==> src/rtl/time_unit_pkg.sv <==
// Shared definitions for the multi-channel simulation timebase.
//   MAX_EXP    : largest supported timeunit exponent (10^9 precision steps)
//   POW_W      : width of the divisor constants produced by pow10()
//   unit_exp_t : one channel's timeunit exponent relative to the precision
//   pow10()    : 10^e as a constant, used to size each channel's divisor
package time_unit_pkg;

  localparam int MAX_EXP = 9;
  localparam int POW_W   = 32;

  typedef logic [3:0] unit_exp_t;

  function automatic logic [POW_W-1:0] pow10(input unit_exp_t e);
    logic [POW_W-1:0] v;
    v = 1;
    for (int i = 0; i < MAX_EXP; i++) begin
      if (i < int'(e)) v = v * 10;
    end
    return v;
  endfunction

endpackage

==> src/rtl/time_unit_channel.sv <==
// One timeunit channel: quotient/remainder view of the shared precision-step
// count, a rounded (half-up) view, a sticky saturation flag and one alarm.
//   clk, rst_n : clock, asynchronous active-low reset
//   tick       : advance by one precision step
//   clear      : synchronous return to time zero (target/armed untouched)
//   arm        : load arm_time as the alarm target and arm the alarm
//   arm_time   : alarm target in this channel's unit
//   t_floor    : truncated time (q)
//   t_round    : time rounded half-up, saturating at all-ones
//   t_rem      : remainder in precision steps, 0..D-1
//   alarm      : one-cycle pulse when the armed target is reached
//   ovf        : sticky flag, set by a tick at the saturation point
module time_unit_channel
  import time_unit_pkg::*;
#(
  parameter int        WIDTH    = 64,
  parameter int        REM_W    = 32,
  parameter unit_exp_t UNIT_EXP = 4'd0
)(
  input  logic             clk,
  input  logic             rst_n,
  input  logic             tick,
  input  logic             clear,
  input  logic             arm,
  input  logic [WIDTH-1:0] arm_time,
  output logic [WIDTH-1:0] t_floor,
  output logic [WIDTH-1:0] t_round,
  output logic [REM_W-1:0] t_rem,
  output logic             alarm,
  output logic             ovf
);

  localparam logic [POW_W-1:0] D_FULL = pow10(UNIT_EXP);
  localparam logic [REM_W-1:0] D_M1   = REM_W'(D_FULL - 32'd1);
  localparam logic [REM_W:0]   D_X    = (REM_W+1)'(D_FULL);

  // Round half-up: add one when 2r >= D, unless q is already all-ones.
  function automatic logic [WIDTH-1:0] round_half_up(input logic [WIDTH-1:0] q,
                                                     input logic [REM_W-1:0] r);
    logic up;
    up = ({r, 1'b0} >= D_X);
    if (up && !(&q)) return q + 1'b1;
    return q;
  endfunction

  logic [WIDTH-1:0] q_p1, q_nxt;
  logic [REM_W-1:0] r_p1, r_nxt;
  logic [WIDTH-1:0] round_p1;
  logic             ovf_p1, ovf_nxt;
  logic [WIDTH-1:0] target;
  logic             armed;
  logic             alarm_p2;
  logic             fire;

  always_comb begin
    q_nxt   = q_p1;
    r_nxt   = r_p1;
    ovf_nxt = ovf_p1;
    if (clear) begin
      q_nxt   = '0;
      r_nxt   = '0;
      ovf_nxt = 1'b0;
    end else if (tick) begin
      if (r_p1 == D_M1) begin
        // At the very last representable step the count freezes.
        if (&q_p1) begin
          ovf_nxt = 1'b1;
        end else begin
          q_nxt = q_p1 + 1'b1;
          r_nxt = '0;
        end
      end else begin
        r_nxt = r_p1 + 1'b1;
      end
    end
  end

  // Compares registered values, so the pulse lands one edge after the
  // condition first holds.
  assign fire = armed && (round_p1 >= target);

  // Stage p1: count registers and rounded view; stage p2: alarm pulse.
  always_ff @(posedge clk or negedge rst_n) begin
    if (!rst_n) begin
      q_p1     <= '0;
      r_p1     <= '0;
      round_p1 <= '0;
      ovf_p1   <= 1'b0;
      target   <= '0;
      armed    <= 1'b0;
      alarm_p2 <= 1'b0;
    end else begin
      q_p1     <= q_nxt;
      r_p1     <= r_nxt;
      round_p1 <= round_half_up(q_nxt, r_nxt);
      ovf_p1   <= ovf_nxt;
      if (arm) begin
        // A new arm overrides a same-cycle firing; the new target is
        // evaluated on the following cycle.
        target   <= arm_time;
        armed    <= 1'b1;
        alarm_p2 <= 1'b0;
      end else if (fire && !clear) begin
        armed    <= 1'b0;
        alarm_p2 <= 1'b1;
      end else begin
        alarm_p2 <= 1'b0;
      end
    end
  end

  assign t_floor = q_p1;
  assign t_round = round_p1;
  assign t_rem   = r_p1;
  assign alarm   = alarm_p2;
  assign ovf     = ovf_p1;

endmodule

==> src/rtl/time_unit_timebase.sv <==
// Multi-channel simulation timebase. A single precision-step count is kept
// per timeunit channel as a quotient/remainder pair with divisor
// 10^UNIT_EXP[c]; each channel exposes truncated and rounded time, the
// remainder, an alarm pulse and a sticky saturation flag.
//   clk, rst_n   : clock, asynchronous active-low reset
//   tick_i       : advance all channels by one precision step
//   clear_i      : synchronous return to time zero (alarms stay armed)
//   arm_valid_i  : load arm_time_i as the target of channel arm_ch_i
//   arm_ch_i     : alarm channel; values >= NUM_CH are ignored
//   arm_time_i   : alarm target in that channel's unit
//   t_floor_o    : NUM_CH x WIDTH truncated time
//   t_round_o    : NUM_CH x WIDTH rounded half-up time
//   t_rem_o      : NUM_CH x REM_W remainder in precision steps
//   alarm_o      : per-channel one-cycle alarm pulse
//   ovf_o        : per-channel sticky saturation flag
module time_unit_timebase
  import time_unit_pkg::*;
#(
  parameter int                  NUM_CH   = 2,
  parameter int                  WIDTH    = 64,
  parameter int                  REM_W    = 32,
  parameter logic [NUM_CH*4-1:0] UNIT_EXP = {4'd2, 4'd3},
  localparam int                 AW       = (NUM_CH > 1) ? $clog2(NUM_CH) : 1
)(
  input  logic                    clk,
  input  logic                    rst_n,
  input  logic                    tick_i,
  input  logic                    clear_i,
  input  logic                    arm_valid_i,
  input  logic [AW-1:0]           arm_ch_i,
  input  logic [WIDTH-1:0]        arm_time_i,
  output logic [NUM_CH*WIDTH-1:0] t_floor_o,
  output logic [NUM_CH*WIDTH-1:0] t_round_o,
  output logic [NUM_CH*REM_W-1:0] t_rem_o,
  output logic [NUM_CH-1:0]       alarm_o,
  output logic [NUM_CH-1:0]       ovf_o
);

  for (genvar c = 0; c < NUM_CH; c++) begin : g_ch
    localparam unit_exp_t EXP_C = UNIT_EXP[c*4 +: 4];

    if (EXP_C > MAX_EXP) begin : g_bad_exp
      $error("time_unit_timebase: UNIT_EXP entry exceeds MAX_EXP");
    end

    // Out-of-range channel numbers match no channel and are dropped.
    logic arm_c;
    assign arm_c = arm_valid_i && (arm_ch_i == AW'(c));

    time_unit_channel #(
      .WIDTH    (WIDTH),
      .REM_W    (REM_W),
      .UNIT_EXP (EXP_C)
    ) u_ch (
      .clk      (clk),
      .rst_n    (rst_n),
      .tick     (tick_i),
      .clear    (clear_i),
      .arm      (arm_c),
      .arm_time (arm_time_i),
      .t_floor  (t_floor_o[c*WIDTH +: WIDTH]),
      .t_round  (t_round_o[c*WIDTH +: WIDTH]),
      .t_rem    (t_rem_o[c*REM_W +: REM_W]),
      .alarm    (alarm_o[c]),
      .ovf      (ovf_o[c])
    );
  end

endmodule

==> config.mk <==
export PLATFORM = sky130hd
export DESIGN_NAME = time_unit_timebase
export DESIGN_NICKNAME = d
export VERILOG_FILES = /design/src/rtl/time_unit_pkg.sv /design/src/rtl/time_unit_channel.sv /design/src/rtl/time_unit_timebase.sv
export SDC_FILE = /design/constraint.sdc
export NUM_CORES = 1
export LEC_CHECK = 0
export CAP_MARGIN = 10
export CORE_MARGIN = 5
export CORE_UTILIZATION = 46
export DETAILED_ROUTE_END_ITERATION = 10
export GPL_TIMING_DRIVEN = 0
export PLACE_DENSITY = 0.69
export SYNTH_ARGS = -nofsm -noshare
export SYNTH_HDL_FRONTEND = slang
export SYNTH_HIERARCHICAL = 1
export SYNTH_SLANG_ARGS = --single-unit
==> constraint.sdc <==
create_clock -name clk -period 7 [get_ports clk]
set_clock_uncertainty 0.05 [all_clocks]
set_input_delay 0.7 -clock clk [delete_from_list [all_inputs] [get_ports clk]]
set_output_delay 0.7 -clock clk [all_outputs]
set_load 0.01 [all_outputs]
After elaboration in Yosys (flattened, before gate mapping)

Index checks and enable logic that the tools add are counted.

Word-level logic and storage cells: 89
Bits of input ports: 70
Output and inout bits: 324
Bits in registers: 454

Bitwise gates (word level): 1
Equality and inequality tests: 2
Mux-type cells: 38
Reduce and logical (&&, ||, !) cells: 24
$add $sub $neg: 6
$lt $le $gt $ge: 4

Operators with widths:

| kind                    | count |
|---|---|
| $mux W64                | 12 |
| $add A64 B1 Y64 const B | 4 |
| $mux W32                | 8 |
| $reduce_and A64 Y1      | 4 |
| $ge A64 B64 Y1          | 2 |
| $add A32 B1 Y32 const B | 2 |
| $ge A33 B10 Y1 const B  | 1 |
| $ge A33 B7 Y1 const B   | 1 |
| $eq A32 B10 Y1 const B  | 1 |
| $eq A32 B7 Y1 const B   | 1 |
| $mux W1                 | 18 |
| $reduce_bool A2 Y1      | 7 |
| $logic_and A1 B1 Y1     | 8 |
| $reduce_and A3 Y1       | 2 |
| $logic_not A1 Y1        | 3 |
| $not A1 Y1              | 1 |

Logic depth before layout (Yosys ltp)

Word-level depth: 10
Depth in mapped cells: 20
Gate-level depth less buffers: 15

By module

The synthesis kept the hierarchy.

Modules (own cells, without submodules):

| module                           | times used | area each (um2) | cells each | sequential area each (um2) |
|---|---|---|---|---|
| time_unit_channel (g_ch[0].u_ch) | 1          | 13,636.8        | 1,514      | 5,680.4 |
| time_unit_channel (g_ch[1].u_ch) | 1          | 13,310.3        | 1,463      | 5,680.4 |
| time_unit_timebase               | 1          | 16.3            | 2          | 0.0 |

Least setup slack after synthesis

Ideal clock, no wire load.

Path kind: register to register
From: reg g_ch[0].u_ch.q_p1[25]
To: reg g_ch[0].u_ch.round_p1[30]
Data arrival time: 5.078 ns
Stages on the path, launching flop included: 19
Period minus slack after synthesis: 5.207 ns
Buffers on the path: 4
Slack: 1.793 ns
Data required time: 6.871 ns
Library setup time: 0.079 ns
Cell sequence: dfrtp_1 -> buf_4 -> nand4_4 -> or4_1 -> buf_2 -> or4_4 -> buf_6 -> o31ai_2 -> buf_2 -> nand2_1 -> a21oi_1 -> ha_1 -> o2111ai_1 -> a211o_1 -> or4_1 -> or3b_4 -> or3_4 -> nor4_2 -> xor2_1

Cells in the longest elaborated chain, start to end: 10
Elaborated cells on any way between the ends: 18
Those cells by class: add/sub: 2; order compare: 1; mux: 11; reduce/logical: 4

Ends and longest elaborated chain:

| element                                                 | RTL line                | text |
|---|---|---|
| start, declared                                         | time_unit_channel.sv:46 | `logic [WIDTH-1:0] q_p1, q_nxt;` |
| start signal, assigned                                  | time_unit_channel.sv:93 | `q_p1 <= q_nxt;` |
| $reduce_and A64 Y1 *                                    | time_unit_channel.sv:66 | `if (&q_p1) begin` |
| $mux W64 *                                              | time_unit_channel.sv:66 |  |
| $mux W64 *                                              | time_unit_channel.sv:64 | `if (r_p1 == D_M1) begin` |
| $mux W64 *                                              | time_unit_channel.sv:63 | `end else if (tick) begin` |
| $mux W64 *                                              | time_unit_channel.sv:59 | `if (clear) begin` |
| via g_ch[0].u_ch.q_nxt[1]                               | time_unit_channel.sv:46 |  |
| branches (longest 4 deep; another with $add A64 B1 Y64) | --                      |  |
| $mux W64 *                                              | time_unit_channel.sv:43 | `return q;` |
| end signal, assigned                                    | time_unit_channel.sv:95 | `round_p1 <= round_half_up(q_nxt, r_nxt);` |
| end, declared                                           | time_unit_channel.sv:48 | `logic [WIDTH-1:0] round_p1;` |

Mark *: on every way through the listed nets, which the timed path passes. The select of a mux whose other input is x is not followed.
A chain may end at the register's enable or synchronous reset.

Final worst setup path

From: in clear_i
To: reg g_ch[0].u_ch.round_p1[7]

Cells in the longest elaborated chain, start to end: 6
Elaborated cells on any way between the ends: 10
Those cells by class: add/sub: 1; order compare: 1; mux: 5; reduce/logical: 3

Ends and longest elaborated chain:

| element                                                 | RTL line                 | text |
|---|---|---|
| start, declared                                         | time_unit_timebase.sv:28 | `input logic clear_i,` |
| $mux W64 *                                              | time_unit_channel.sv:59  |  |
| via g_ch[0].u_ch.q_nxt[1]                               | time_unit_channel.sv:46  |  |
| branches (longest 4 deep; another with $add A64 B1 Y64) | --                       |  |
| $mux W64 *                                              | time_unit_channel.sv:43  |  |

Marks and branches as above.

==> tab_implementation.tex <==
\begin{tabular}{lr}
\hline
Metric & Value \\
\hline
\multicolumn{2}{l}{\textbf{Floorplan}} \\
Die Span Y & around 250 um \\
Num rows & a little under 90 \\
Die Outline Area & about 64,000 sq um \\
Number of primary I/O pins & between 300 and 400 \\
Width of the chip & 252 um \\
Core ar. & a little under 60,000 sq um \\
Initial Util & a little under half \\
\multicolumn{2}{l}{\textbf{STA}} \\
Setup total negative slack & 0 ps \\
Worst hold slack & 457 ps \\
Headroom to the max-slew limit & between 10\% and 20\% \\
Setup-violating endpoint count in the final report & 0 \\
Final worst slack & 214 ps \\
Slew at the pin closest to its max-slew limit & 1250 ps \\
Final Max Tran Viols & 0 \\
Setup repair after global routing missed its margin & no \\
Time the final worst path needs with I/O delays and setup & 6790 ps \\
Top achievable clock speed & about 150 MHz \\
Final-report hold violation count & 0 \\
Period utilisation layout & $\sim$97\% \\
\multicolumn{2}{l}{\textbf{Global route}} \\
Via count of the first global-routing pass & between 20,000 and 30,000 \\
Initial antenna violation count & 11 \\
First-pass GRT wire length & 163 mm \\
Global routing usage summed across all routing layers & 33.3\% \\
Pin count of the biggest net entering global routing & $\sim$130 \\
Overall overflow remaining after global route & 0 \\
\multicolumn{2}{l}{\textbf{Synth}} \\
EDFF count, synth & 0 \\
Synth async-reset ratio & 100\% \\
Fraction of synthesized cell area taken by the top area cell type & 42.1\% \\
Netlist area before placement & 27,000 sq um \\
Flip-flop and latch count after synthesis & between 400 and 500 \\
Most area-hungry cell type in the Yosys netlist & sky130\_fd\_sc\_hd\_\_dfrtp\_1 \\
Most used DFF post-synth & sky130\_fd\_sc\_hd\_\_dfrtp\_1 \\
Netlist cell types & 98 \\
Cell types occupying the most area after synthesis & sky130\_fd\_sc\_hd\_\_dfrtp\_1 (42\%), sky130\_fd\_sc\_hd\_\_ha\_1 (6.2\%), sky130\_fd\_sc\_hd\_\_xnor2\_1 (5.1\%) \\
Avg Synthesized Cell Area & between 9 and 10 sq um \\
Synthesized netlist cell count & a little under 3,000 \\
Sequential share of the synthesized area & 42.1\% \\
Count of synthesis-stage warnings from yosys & 6 \\
Post-Synthesis Net Count & 3,183 \\
\multicolumn{2}{l}{\textbf{Route}} \\
Via count & 26,100 \\
Total detailed-routing wirelength & around 110 mm \\
Drt via density & just over 6 \\
Routed wire length per instance & between 20 and 30 um \\
1st-iter DRT viols & around 2,900 \\
Drt first pass iters & 8 \\
Number of routed nets with antenna violations & 0 \\
DRC & 0 \\
\multicolumn{2}{l}{\textbf{Clock network}} \\
TritonCTS clock tree & yes \\
Buffer count from post-CTS setup fixing & 0 \\
H-tree depth & 2 \\
Cell chosen for the clock root & sky130\_fd\_sc\_hd\_\_clkbuf\_16 \\
CTS buffer count & between 50 and 60 \\
Number of buffers between clock root and the deepest sink & 3 \\
Later-pin clock latency in the skew report & just over 600 ps \\
Reg clk slew, reported paths & 60 ps \\
CTS sink count & about 450 \\
\multicolumn{2}{l}{\textbf{Hold path}} \\
Path type of the worst min-delay path & reg -> reg \\
\multicolumn{2}{l}{\textbf{Final layout}} \\
Number of filler cells placed in the layout & 5,146 \\
Layout-stage area growth over the synthesis result & 25.2\% \\
Finished layout cell area & about 34,000 sq um \\
Final core utilization & between 50\% and 60\% \\
Post-layout net count & 3,634 \\
Fraction of final layout cells with drive strength greater than 1 & under 10\% \\
\multicolumn{2}{l}{\textbf{Critical path}} \\
Sort of element at the start of the critical path & primary input \\
First element of the critical path & clear\_i \\
Endpoint of the worst register-to-register path & g\_ch[0].u\_ch/t\_round[7]\$\_DFF\_PN0\_ \\
Critical path arrival & 7230 ps \\
Number of cells traversed by the worst register-to-register path & 20 \\
Top fanout value on the critical path & 19 \\
Reg-to-reg slack, setup & roughly 230 ps \\
Worst r2r src & g\_ch[0].u\_ch/t\_floor[26]\$\_DFF\_PN0\_ \\
CP Capture Type & flop \\
Critical path data required time & 7440 ps \\
Critical path destination & g\_ch[0].u\_ch/t\_round[7]\$\_DFF\_PN0\_ \\
Path type of the worst setup path & in -> reg \\
\multicolumn{2}{l}{\textbf{Place}} \\
Cell area after placement & $\sim$32,000 sq um \\
Buffers on Ports & between 300 and 400 \\
Final HPWL DP & roughly 86 mm \\
Worst setup slack before clock tree synthesis & -1590 ps \\
Placer's final routability congestion estimate & a little over 1 \\
\multicolumn{2}{l}{\textbf{Power and ir drop}} \\
Worst VDD drop & 0.174 mV \\
Power Dens Cells & 178 nW/um\^{}2 \\
Leakage power & 14.3 nW \\
\multicolumn{2}{l}{\textbf{Run status}} \\
Status & finished, final reports clean \\
\multicolumn{2}{l}{\textbf{Job}} \\
Max\_cap viols & 0 \\
\hline
\end{tabular}
==> how the worst min path moves through the flow <==
stage	cells past startpoint	slack [ps]	to	startpoint
after floorplan	0	350	g_ch[0].u_ch/alarm$_DFF_PN0_	rst_n
after global placement	2	440	g_ch[1].u_ch/ovf$_DFFE_PN0P_	g_ch[1].u_ch/ovf$_DFFE_PN0P_
after detailed placement	2	450	g_ch[1].u_ch/ovf$_DFFE_PN0P_	g_ch[1].u_ch/ovf$_DFFE_PN0P_
after CTS	2	460	g_ch[1].u_ch/t_rem[9]$_DFF_PN0_	rst_n
after global routing	2	500	g_ch[1].u_ch/t_rem[9]$_DFF_PN0_	rst_n
final	2	460	g_ch[1].u_ch/ovf$_DFFE_PN0P_	g_ch[1].u_ch/ovf$_DFFE_PN0P_
==> placed cells by master, fill, tap and decap left out, drive strengths merged, types with 34 or more instances in the layout <==
cell and instances:
clkdlybuf4s50 392, xor2 90, nor4 82, nor2b 34
and4 43, dfrtp 454, o21ai 189, nor3 117
nand4 133, inv 180, a21oi 76, or3 43
ha 134, buf 48, clkbuf 155, or4 39
nand3 123, a21o 51, nand2 287, nor2 252
and3 39, xnor2 156
==> cell usage after synthesis, types with 10 or more instances <==
cell type and count:
sky130_fd_sc_hd__ha_1 134, sky130_fd_sc_hd__nand2_1 287, sky130_fd_sc_hd__buf_2 20, sky130_fd_sc_hd__xnor2_1 156
sky130_fd_sc_hd__nor4b_1 12, sky130_fd_sc_hd__and3_1 39, sky130_fd_sc_hd__or2_2 14, sky130_fd_sc_hd__nand3_1 123
sky130_fd_sc_hd__or3_1 42, sky130_fd_sc_hd__a21oi_1 76, sky130_fd_sc_hd__clkbuf_1 95, sky130_fd_sc_hd__o31ai_1 17
sky130_fd_sc_hd__nor4_1 74, sky130_fd_sc_hd__nand2b_1 23, sky130_fd_sc_hd__nand4_1 130, sky130_fd_sc_hd__inv_1 175
sky130_fd_sc_hd__a211oi_1 12, sky130_fd_sc_hd__mux2i_1 10, sky130_fd_sc_hd__and2_1 29, sky130_fd_sc_hd__and4_1 43
sky130_fd_sc_hd__o31a_1 11, sky130_fd_sc_hd__a31oi_1 14, sky130_fd_sc_hd__nor2b_1 34, sky130_fd_sc_hd__nor2_1 252
sky130_fd_sc_hd__dfrtp_1 454, sky130_fd_sc_hd__o21a_1 19, sky130_fd_sc_hd__xor2_1 90, sky130_fd_sc_hd__a21o_1 51
sky130_fd_sc_hd__mux2_2 14, sky130_fd_sc_hd__o21ai_0 181, sky130_fd_sc_hd__buf_1 16, sky130_fd_sc_hd__or4_1 36
sky130_fd_sc_hd__o211ai_1 16, sky130_fd_sc_hd__nor3_1 113
==> metal layers <==
layer  vias up  wire length (um)  track usage [%]
met5         -                82                0
met4        12              3680             9.93
met3       235             11000             8.27
met2      1368             46400             49.0
met1     12900             48100             48.8
li1      11600                 -                -
==> power by group <==
part | leakage [nW] | internal [mW] | switching (mW) | total, mW
Combinational | 7.35 | 0.155 | 0.312 | 0.466
Sequential | 6.12 | 2.72 | 0.0294 | 2.75
Clock | 0.848 | 1.60 | 1.18 | 2.78
Total | 14.3 | 4.47 | 1.52 | 5.99
==> final cells by class <==
class,instances,area (sq um),area share (%)
multi-input combinational,2208,14400,42.6
sequential,454,11400,33.7
timing repair buffer,399,4060,12.0
clock buffer,60,1370,4.06
tap,765,957,2.84
inverter,176,661,1.96
buffer,139,617,1.83
clock inverter,33,348,1.03
antenna,3,7.51,0.0222
==> timing repair <==
action,in CTS,in global routing
cloned,0,0
resized for setup,10,2
setup endpoints to repair,106,75
hold buffers,1,0
pin swaps,0,0
endpoints found under the hold margin,22,0
==> critical path: stages <==
cell and delay, ps:
sky130_fd_sc_hd__clkdlybuf4s50_1 810, sky130_fd_sc_hd__clkbuf_1 500, sky130_fd_sc_hd__clkbuf_2 390, sky130_fd_sc_hd__buf_2 390, sky130_fd_sc_hd__clkbuf_1 430, sky130_fd_sc_hd__clkdlybuf4s15_2 500, sky130_fd_sc_hd__a21oi_1 350, sky130_fd_sc_hd__ha_1 280
sky130_fd_sc_hd__o2111ai_1 130, sky130_fd_sc_hd__a211o_1 310, sky130_fd_sc_hd__nor4b_2 530, sky130_fd_sc_hd__nand4_1 330, sky130_fd_sc_hd__o31ai_2 540, sky130_fd_sc_hd__buf_2 390, sky130_fd_sc_hd__buf_4 250, sky130_fd_sc_hd__nor3_1 70
sky130_fd_sc_hd__nor3_1 270
==> registers in the layout, indices dropped and copies added (netlist names) <==
register           count
g_ch.u_ch/armed        2
g_ch.u_ch/alarm        2
g_ch.u_ch/ovf          2
g_ch.u_ch/target     128
g_ch.u_ch/t_rem       64
g_ch.u_ch/t_floor    128
g_ch.u_ch/t_round    128
==> cells by family (layout without fill, tap and decap cells) <==
family | after synthesis | in the layout | share of synthesized area, %
other | 0 | 3 | 0
XOR/XNOR | 246 | 246 | 7.99
flip-flops | 454 | 454 | 42.1
adder cells (fa/ha/maj) | 134 | 134 | 6.22
AND/OR/NAND/NOR | 1326 | 1326 | 26.6
multiplexers | 24 | 24 | 0.956
buffers and inverters | 317 | 807 | 4.69
AO/OA/AOI/OAI | 478 | 478 | 11.4
==> stage by stage <==
stage | power (mW) | instances
final | 5.99 | 4237
after CTS | 6.05 | 4235
after floorplan | 3.02 | 2979
after global placement | 3.24 | 4137
after detailed placement | 3.26 | 4141
after global routing | 6.21 | 4234
Power figures use the tool's default switching activity.
